### src/rtl/mbist_pkg.sv
// mbist_pkg: shared types and March C- element tables for the MBIST sequencer.
//   march_elem_e : march element index M0..M5
//   op_e         : memory operation (read / write)
//   state_e      : controller state encoding
//   elem_*       : per-element direction, op count and read/write data polarity
package mbist_pkg;

   typedef enum logic [2:0] {M0 = 3'd0, M1, M2, M3, M4, M5} march_elem_e;
   typedef enum logic {OP_R = 1'b0, OP_W = 1'b1} op_e;
   typedef enum logic [1:0] {IDLE = 2'd0, RUN = 2'd1, FLUSH = 2'd2, DONE = 2'd3} state_e;

   // March C-: M0 up(w0); M1 up(r0,w1); M2 up(r1,w0); M3 dn(r0,w1); M4 dn(r1,w0); M5 up(r0)
   function automatic logic elem_down(input march_elem_e e);
      return (e == M3) || (e == M4);
   endfunction

   function automatic logic [1:0] elem_nops(input march_elem_e e);
      return ((e == M0) || (e == M5)) ? 2'd1 : 2'd2;
   endfunction

   // 1 = the element reads/writes the inverted background
   function automatic logic elem_rpol(input march_elem_e e);
      return (e == M2) || (e == M4);
   endfunction

   function automatic logic elem_wpol(input march_elem_e e);
      return (e == M1) || (e == M3);
   endfunction

   // Two-op elements always read first, then write the same address.
   function automatic op_e elem_op(input march_elem_e e, input logic phase);
      if (e == M0) return OP_W;
      if (e == M5) return OP_R;
      return phase ? OP_W : OP_R;
   endfunction

endpackage

### src/rtl/mbist_addr_gen.sv
// mbist_addr_gen: march address counter.
//   clk, rst   : clock, async active-high reset (address returns to 0)
//   load       : load the start address of the next element
//   load_down  : direction of the element being loaded (1 -> start at N-1)
//   step       : advance one address in direction 'down'
//   down       : direction of the current element
//   addr       : current address
//   last       : current address is the terminal one for 'down'
module mbist_addr_gen #(
   parameter int ADDR_W = 5
) (
   input  logic              clk,
   input  logic              rst,
   input  logic              load,
   input  logic              load_down,
   input  logic              step,
   input  logic              down,
   output logic [ADDR_W-1:0] addr,
   output logic              last
);

   always_ff @(posedge clk or posedge rst) begin
      if (rst)       addr <= '0;
      else if (load) addr <= load_down ? {ADDR_W{1'b1}} : '0;
      else if (step) addr <= down ? addr - ADDR_W'(1) : addr + ADDR_W'(1);
   end

   // Element ends on the terminal address; the counter itself never wraps.
   assign last = down ? (addr == '0) : (addr == {ADDR_W{1'b1}});

endmodule

### src/rtl/mbist_march_ctrl.sv
// mbist_march_ctrl: March C- BIST sequencer for one single-port SRAM.
//   clk, rst        : clock, async active-high reset
//   start           : begin a test (level-sampled in IDLE/DONE only)
//   mem_ceb/web/a/d : registered SRAM controls (ceb, web active low)
//   mem_q           : SRAM read data, valid the cycle after a read is on the pins
//   busy, done      : test in progress / test complete (held until next start)
//   pass            : valid with done; 1 = no mismatching reads
//   fail_count      : saturating mismatch count
//   fail_addr/elem/data : address, element and read data of the first mismatch
module mbist_march_ctrl
   import mbist_pkg::*;
#(
   parameter int                ADDR_W = 5,
   parameter int                DATA_W = 32,
   parameter logic [DATA_W-1:0] BG     = '0,
   parameter int                CNT_W  = 8
) (
   input  logic              clk,
   input  logic              rst,
   input  logic              start,
   output logic              mem_ceb,
   output logic              mem_web,
   output logic [ADDR_W-1:0] mem_a,
   output logic [DATA_W-1:0] mem_d,
   input  logic [DATA_W-1:0] mem_q,
   output logic              busy,
   output logic              done,
   output logic              pass,
   output logic [CNT_W-1:0]  fail_count,
   output logic [ADDR_W-1:0] fail_addr,
   output logic [2:0]        fail_elem,
   output logic [DATA_W-1:0] fail_data
);

   localparam logic [1:0] S_IDLE  = IDLE;
   localparam logic [1:0] S_RUN   = RUN;
   localparam logic [1:0] S_FLUSH = FLUSH;
   localparam logic [1:0] S_DONE  = DONE;
   // read on pins -> data out of macro -> compare
   localparam int STAGES = 1;

   logic [1:0]        state;
   march_elem_e       elem;
   logic              phase;
   logic              ops_done;
   logic [ADDR_W-1:0] addr;
   logic              addr_last;

   logic              start_acc, launch, last_ph, elem_end;
   op_e               cur_op;
   march_elem_e       elem_nxt;
   logic [DATA_W-1:0] wdat, rexp;

   // Sequence counters always point at the next op to issue; between tests
   // they rest at M0/phase 0/address 0 so the start edge can issue op 1.
   assign start_acc = ((state == S_IDLE) || (state == S_DONE)) && start;
   assign launch    = start_acc || ((state == S_RUN) && !ops_done);
   assign cur_op    = elem_op(elem, phase);
   assign last_ph   = (elem_nops(elem) == 2'd1) || phase;
   assign elem_end  = last_ph && addr_last;
   assign elem_nxt  = (elem == M5) ? M0 : march_elem_e'(elem + 3'd1);
   assign wdat      = elem_wpol(elem) ? ~BG : BG;
   assign rexp      = elem_rpol(elem) ? ~BG : BG;

   mbist_addr_gen #(.ADDR_W(ADDR_W)) u_addr (
      .clk       (clk),
      .rst       (rst),
      .load      (launch && elem_end),
      .load_down (elem_down(elem_nxt)),
      .step      (launch && last_ph && !addr_last),
      .down      (elem_down(elem)),
      .addr      (addr),
      .last      (addr_last)
   );

   // ---------------- sequencer / FSM ----------------
   always_ff @(posedge clk or posedge rst) begin
      if (rst) begin
         state    <= S_IDLE;
         elem     <= M0;
         phase    <= 1'b0;
         ops_done <= 1'b0;
         mem_ceb  <= 1'b1;
         mem_web  <= 1'b1;
         mem_a    <= '0;
         mem_d    <= '0;
         busy     <= 1'b0;
         done     <= 1'b0;
      end else begin
         if (launch) begin
            mem_ceb <= 1'b0;
            mem_web <= (cur_op == OP_R);
            mem_a   <= addr;
            mem_d   <= (cur_op == OP_W) ? wdat : '0;
            if (!last_ph) begin
               phase <= 1'b1;
            end else begin
               phase <= 1'b0;
               if (addr_last) begin
                  elem <= elem_nxt;
                  // last op of M5: counters already reloaded to M0 above
                  if (elem == M5) ops_done <= 1'b1;
               end
            end
         end else begin
            mem_ceb <= 1'b1;
            mem_web <= 1'b1;
            mem_d   <= '0;
         end

         case (state)
            S_IDLE, S_DONE: if (start) begin
               state <= S_RUN;
               busy  <= 1'b1;
               done  <= 1'b0;
            end
            S_RUN: if (ops_done) begin
               state    <= S_FLUSH;
               ops_done <= 1'b0;
            end
            S_FLUSH: begin
               state <= S_DONE;
               busy  <= 1'b0;
               done  <= 1'b1;
            end
            default: state <= S_IDLE;
         endcase
      end
   end

   // ---------------- expected-data pipeline and fail capture ----------------
   logic [STAGES:0]                   vld_pipe;
   logic [STAGES:0][DATA_W-1:0]       exp_pipe;
   logic [STAGES:0][ADDR_W-1:0]       addr_pipe;
   logic [STAGES:0][2:0]              elem_pipe;
   logic                              mismatch;
   logic [CNT_W-1:0]                  cnt_nxt;

   assign mismatch = vld_pipe[STAGES] && (mem_q != exp_pipe[STAGES]);
   assign cnt_nxt  = (mismatch && (fail_count != {CNT_W{1'b1}})) ?
                     fail_count + CNT_W'(1) : fail_count;

   always_ff @(posedge clk or posedge rst) begin
      if (rst) begin
         vld_pipe   <= '0;
         exp_pipe   <= '0;
         addr_pipe  <= '0;
         elem_pipe  <= '0;
         fail_count <= '0;
         fail_addr  <= '0;
         fail_elem  <= '0;
         fail_data  <= '0;
         pass       <= 1'b0;
      end else begin
         vld_pipe[0]  <= launch && (cur_op == OP_R);
         exp_pipe[0]  <= rexp;
         addr_pipe[0] <= addr;
         elem_pipe[0] <= elem;
         for (int s = 1; s <= STAGES; s++) begin
            vld_pipe[s]  <= vld_pipe[s-1];
            exp_pipe[s]  <= exp_pipe[s-1];
            addr_pipe[s] <= addr_pipe[s-1];
            elem_pipe[s] <= elem_pipe[s-1];
         end

         if (start_acc) begin
            // pipeline is empty in IDLE/DONE, so no compare is lost here
            fail_count <= '0;
            fail_addr  <= '0;
            fail_elem  <= '0;
            fail_data  <= '0;
            pass       <= 1'b0;
         end else begin
            fail_count <= cnt_nxt;
            // fail_count is zero exactly until the first mismatch
            if (mismatch && (fail_count == '0)) begin
               fail_addr <= addr_pipe[STAGES];
               fail_elem <= elem_pipe[STAGES];
               fail_data <= mem_q;
            end
            // last compare lands on the FLUSH edge; include it in pass
            if (state == S_FLUSH) pass <= (cnt_nxt == '0);
         end
      end
   end

endmodule

### config.mk
export PLATFORM = sky130hd
export DESIGN_NAME = mbist_march_ctrl
export DESIGN_NICKNAME = d
export VERILOG_FILES = /design/src/rtl/mbist_pkg.sv /design/src/rtl/mbist_addr_gen.sv /design/src/rtl/mbist_march_ctrl.sv
export SDC_FILE = /design/constraint.sdc
export NUM_CORES = 1
export LEC_CHECK = 0
export CAP_MARGIN = 10
export CORE_MARGIN = 2
export CORE_UTILIZATION = 53
export DETAILED_ROUTE_END_ITERATION = 6
export PLACE_DENSITY = 0.9
export SLEW_MARGIN = 20
export SYNTH_ARGS = -nofsm -noshare
export SYNTH_HDL_FRONTEND = slang
export SYNTH_HIERARCHICAL = 1
export SYNTH_SLANG_ARGS = --single-unit
### constraint.sdc
create_clock -name clk -period 7.1 [get_ports clk]
set_input_delay 1.42 -clock clk [delete_from_list [all_inputs] [get_ports clk]]
set_output_delay 1.42 -clock clk [all_outputs]
set_load 0.05 [all_outputs]
==> metrics.md <==
| Metric | Value |
|---|---|
| Yosys top cell area share | 46.8% |
| I/O Buffers | 124 |
| Setup TNS | 0 ns |
| # rows | 34 |
| Crit end category | flop |
| Reg2reg path depth | 9 |
| CP peak stage delay | 0.64 ns |
| Critical path arrival | 4.25 ns |
| Antenna cells | 0 |
| CTS tree | yes |
| Stages on worst setup path | 8 |
| Final min period | 3.97 ns |
| Routed wire per std cell | 16.3 um |
| Max-Cap Viols | 0 |
| Period utilization | 55.9% |
| Hold Crit Start | elem_pipe[1]$_DFF_PP0_ |
| CTS clk-pin slew, worst paths | 0.10 ns |
| Pwr Total | 0.00277 W |
| Worst r2r src | elem[0]$_DFFE_PP0P_ |
| CTS sink cnt | 91 |
| Die area | 9760 um2 |
| Setup bufs post-CTS | 0 |
| Max Fclk | 252 MHz |
| Pwr per Cell Area | 463 nW/um2 |
| Main synth FF type | dfrtp_1 |
| Crit Path Class | in -> reg |
| DIE WIDTH | 98.8 um |
| First-pass GRT wire length | 18000 um |
| Hold buffer count at cts | 0 |
| Clock Path Buffers | 2 |
| Hold path cells | 0 |
| Status | complete, no violations |
| Sequential area share after synthesis | 47.9% |
| EDFF count, synth | 0 |
| Final core occ | 68.6% |
| DR vias/cell | 5.49 |
| Largest net degree at the start of global routing | 62 |
| Min-delay worst type | reg -> reg |
| Routability cong. | 0.874 |
| Post-CTS Resized | 0 |
| Synth area leaders | dfrtp_1 47%, a21oi_2 7.4%, nand2_1 5.6% |
| Area delta synth->final | 25.5% |
| TritonCTS buffer count | 9 |
| Share of synthesized flip-flops with an asynchronous set or reset | 100% |
| DRT Wirelength | 10900 um |
| Synth Register Bits | 91 |
| Critical-path maximum fanout | 40 |
| Setup crit start | mem_q[4] |
| H-tree levels | 3 |
| Via count | 3665 |
| Slew @ Worst Pin | 0.794 ns |
| CP max-delay cell | or3_4 |
| Final Skew | 0.0142 ns |
| Critical path data required time | 7.38 ns |
| Setup violations, final | 0 |
| First-pass DRT Iterations | 5 |
| Hold_ws | 0.356 ns |
| Syn Area/Cell | 10.1 um2 |
| DIE HEIGHT | 98.8 um |
| Initial Utilization | 54.6% |
| Static leakage | 2.50 nW |
| Synth unique cells | 60 |
| Core Region | 8720 um2 |
| Antenna-violating nets left | 0 |
| Mapped Nets | 515 |
| Slew headroom | 47.0% |
| Grt total ovfl | 0 |
| Initial antenna violation count | 0 |
| Crit path buf inv count | 1 |
| Fin nets | 598 |
| Slew Limit Fails | 0 |
| Vias in the first global route | 3636 |
| Clk Latency, worst-skew pair | 0.36 ns |
| Setup crit start kind | input pin |
| Post-synthesis instance area | 4760 um2 |
| Worst path cell trace | clkdlybuf4s50_1 > or4_1 > nor4_1 > o22ai_1 > o21ai_2 > or3_4 > nand2_2 > a21oi_2 |
| Drc violations | 0 |
| GRT Total Usage | 22.8% |
| Final hold vios | 0 |
| Unrepaired setup endpoints after global routing | false |
| Area leader, netlist | dfrtp_1 |
| Peak supply drop | 0.000214 V |
| Initial DRC Count | 198 |
| Post-synthesis cell count | 471 |
| Placed wire-length estimate | 7700 um |
| Cell family with most CP delay | simple AND/OR/NAND/NOR gates |
| Share of cells above drive strength 1 | 21.5% |
| Boundary Pins | 125 |
| Clock Tree Root | clkbuf_8 |
| Yosys warns | 6 |
==> placed cells by master, fill, tap and decap left out, types with 10 or more instances in the layout <==
master	count
clkdlybuf4s50_1	124
dfrtp_1	89
nand2_1	71
nand2_2	40
a21oi_2	40
nor2_1	25
inv_1	11
clkbuf_8	11
nand3_1	10
nor3_1	10
==> through the flow <==
stage | setup WS (ns) | area (um2) | cells
floorplan | 3.46 | 4760 | 471
global placement | 2.60 | 5760 | 651
detailed placement | 2.49 | 5760 | 651
CTS | 2.79 | 5980 | 667
global route | 3.02 | 5980 | 667
finish | 3.13 | 5980 | 667
==> layer usage <==
layer  global-route usage [%]  vias to the layer above  routed length, um
met5                        0                        -                  0
met4                     8.01                        0                235
met3                     5.60                       27                702
met2                     37.7                      143               5490
met1                     29.2                     1779               4450
li1                         -                     1716                  -
==> synth_stat cells, types with 3 or more instances <==
cell type,count
dfrtp_1,89
buf_12,4
ha_1,8
a21o_1,3
a21oi_2,40
nand2_2,40
nand2b_1,4
inv_1,12
or3_1,5
nand4_1,7
o21ai_0,8
buf_4,31
buf_6,3
nand3_1,10
mux2i_1,4
and2_1,5
nor3_1,11
xnor2_1,5
nor4_1,5
xor2_1,7
nand2_1,71
nor2_1,25
nor2b_1,3
clkbuf_1,16
a21oi_1,6
and3_1,5
==> state kept, by name, summed over array words and instances (netlist names) <==
name,count
addr_pipe,10
busy,1
done,1
elem,3
elem_pipe,6
exp_pipe,2
fail_addr,5
fail_count,8
fail_data,32
fail_elem,3
mem_a,5
mem_ceb,1
mem_d,1
mem_web,1
ops_done,1
pass,1
phase,1
state,2
u_addr/addr,5
vld_pipe,2
==> cells by family after synthesis <==
kind of cell,share of synthesized area (%)
AND/OR/NAND/NOR,24.0
multiplexers,1.31
buffers and inverters,9.67
AO/OA/AOI/OAI,12.5
flip-flops,47.9
adder cells (fa/ha/maj),2.52
XOR/XNOR,2.21
==> power by group <==
part / switching [W] / leakage, nW / internal [W]
Combinational: 0.00101 / 1.23 / 0.000522
Clock: 0.000188 / 0.111 / 0.000187
Sequential: 0.000164 / 1.16 / 0.000705
Total: 0.00136 / 2.50 / 0.00141
==> worst paths after layout <==
check	to	slack, ns
max	fail_data[3]$_DFFE_PP0P_	3.13
min	elem_pipe[4]$_DFF_PP0_	0.36
max reg2reg	u_addr/addr[4]$_DFFE_PP0P_	4.14
min reg2reg	elem_pipe[4]$_DFF_PP0_	0.36
max in group asynchronous	fail_data[27]$_DFFE_PP0P_	4.60
min in group asynchronous	u_addr/addr[3]$_DFFE_PP0P_	1.31
==> layout make-up <==
class	count	area, um2
fill	602	2740
sequential	91	2280
multi-input combinational	312	2030
timing repair buffer	127	1260
clock buffer	11	151
tap	108	135
clock inverter	5	65.1
inverter	13	50.0
(Power assumes the default switching activity.)
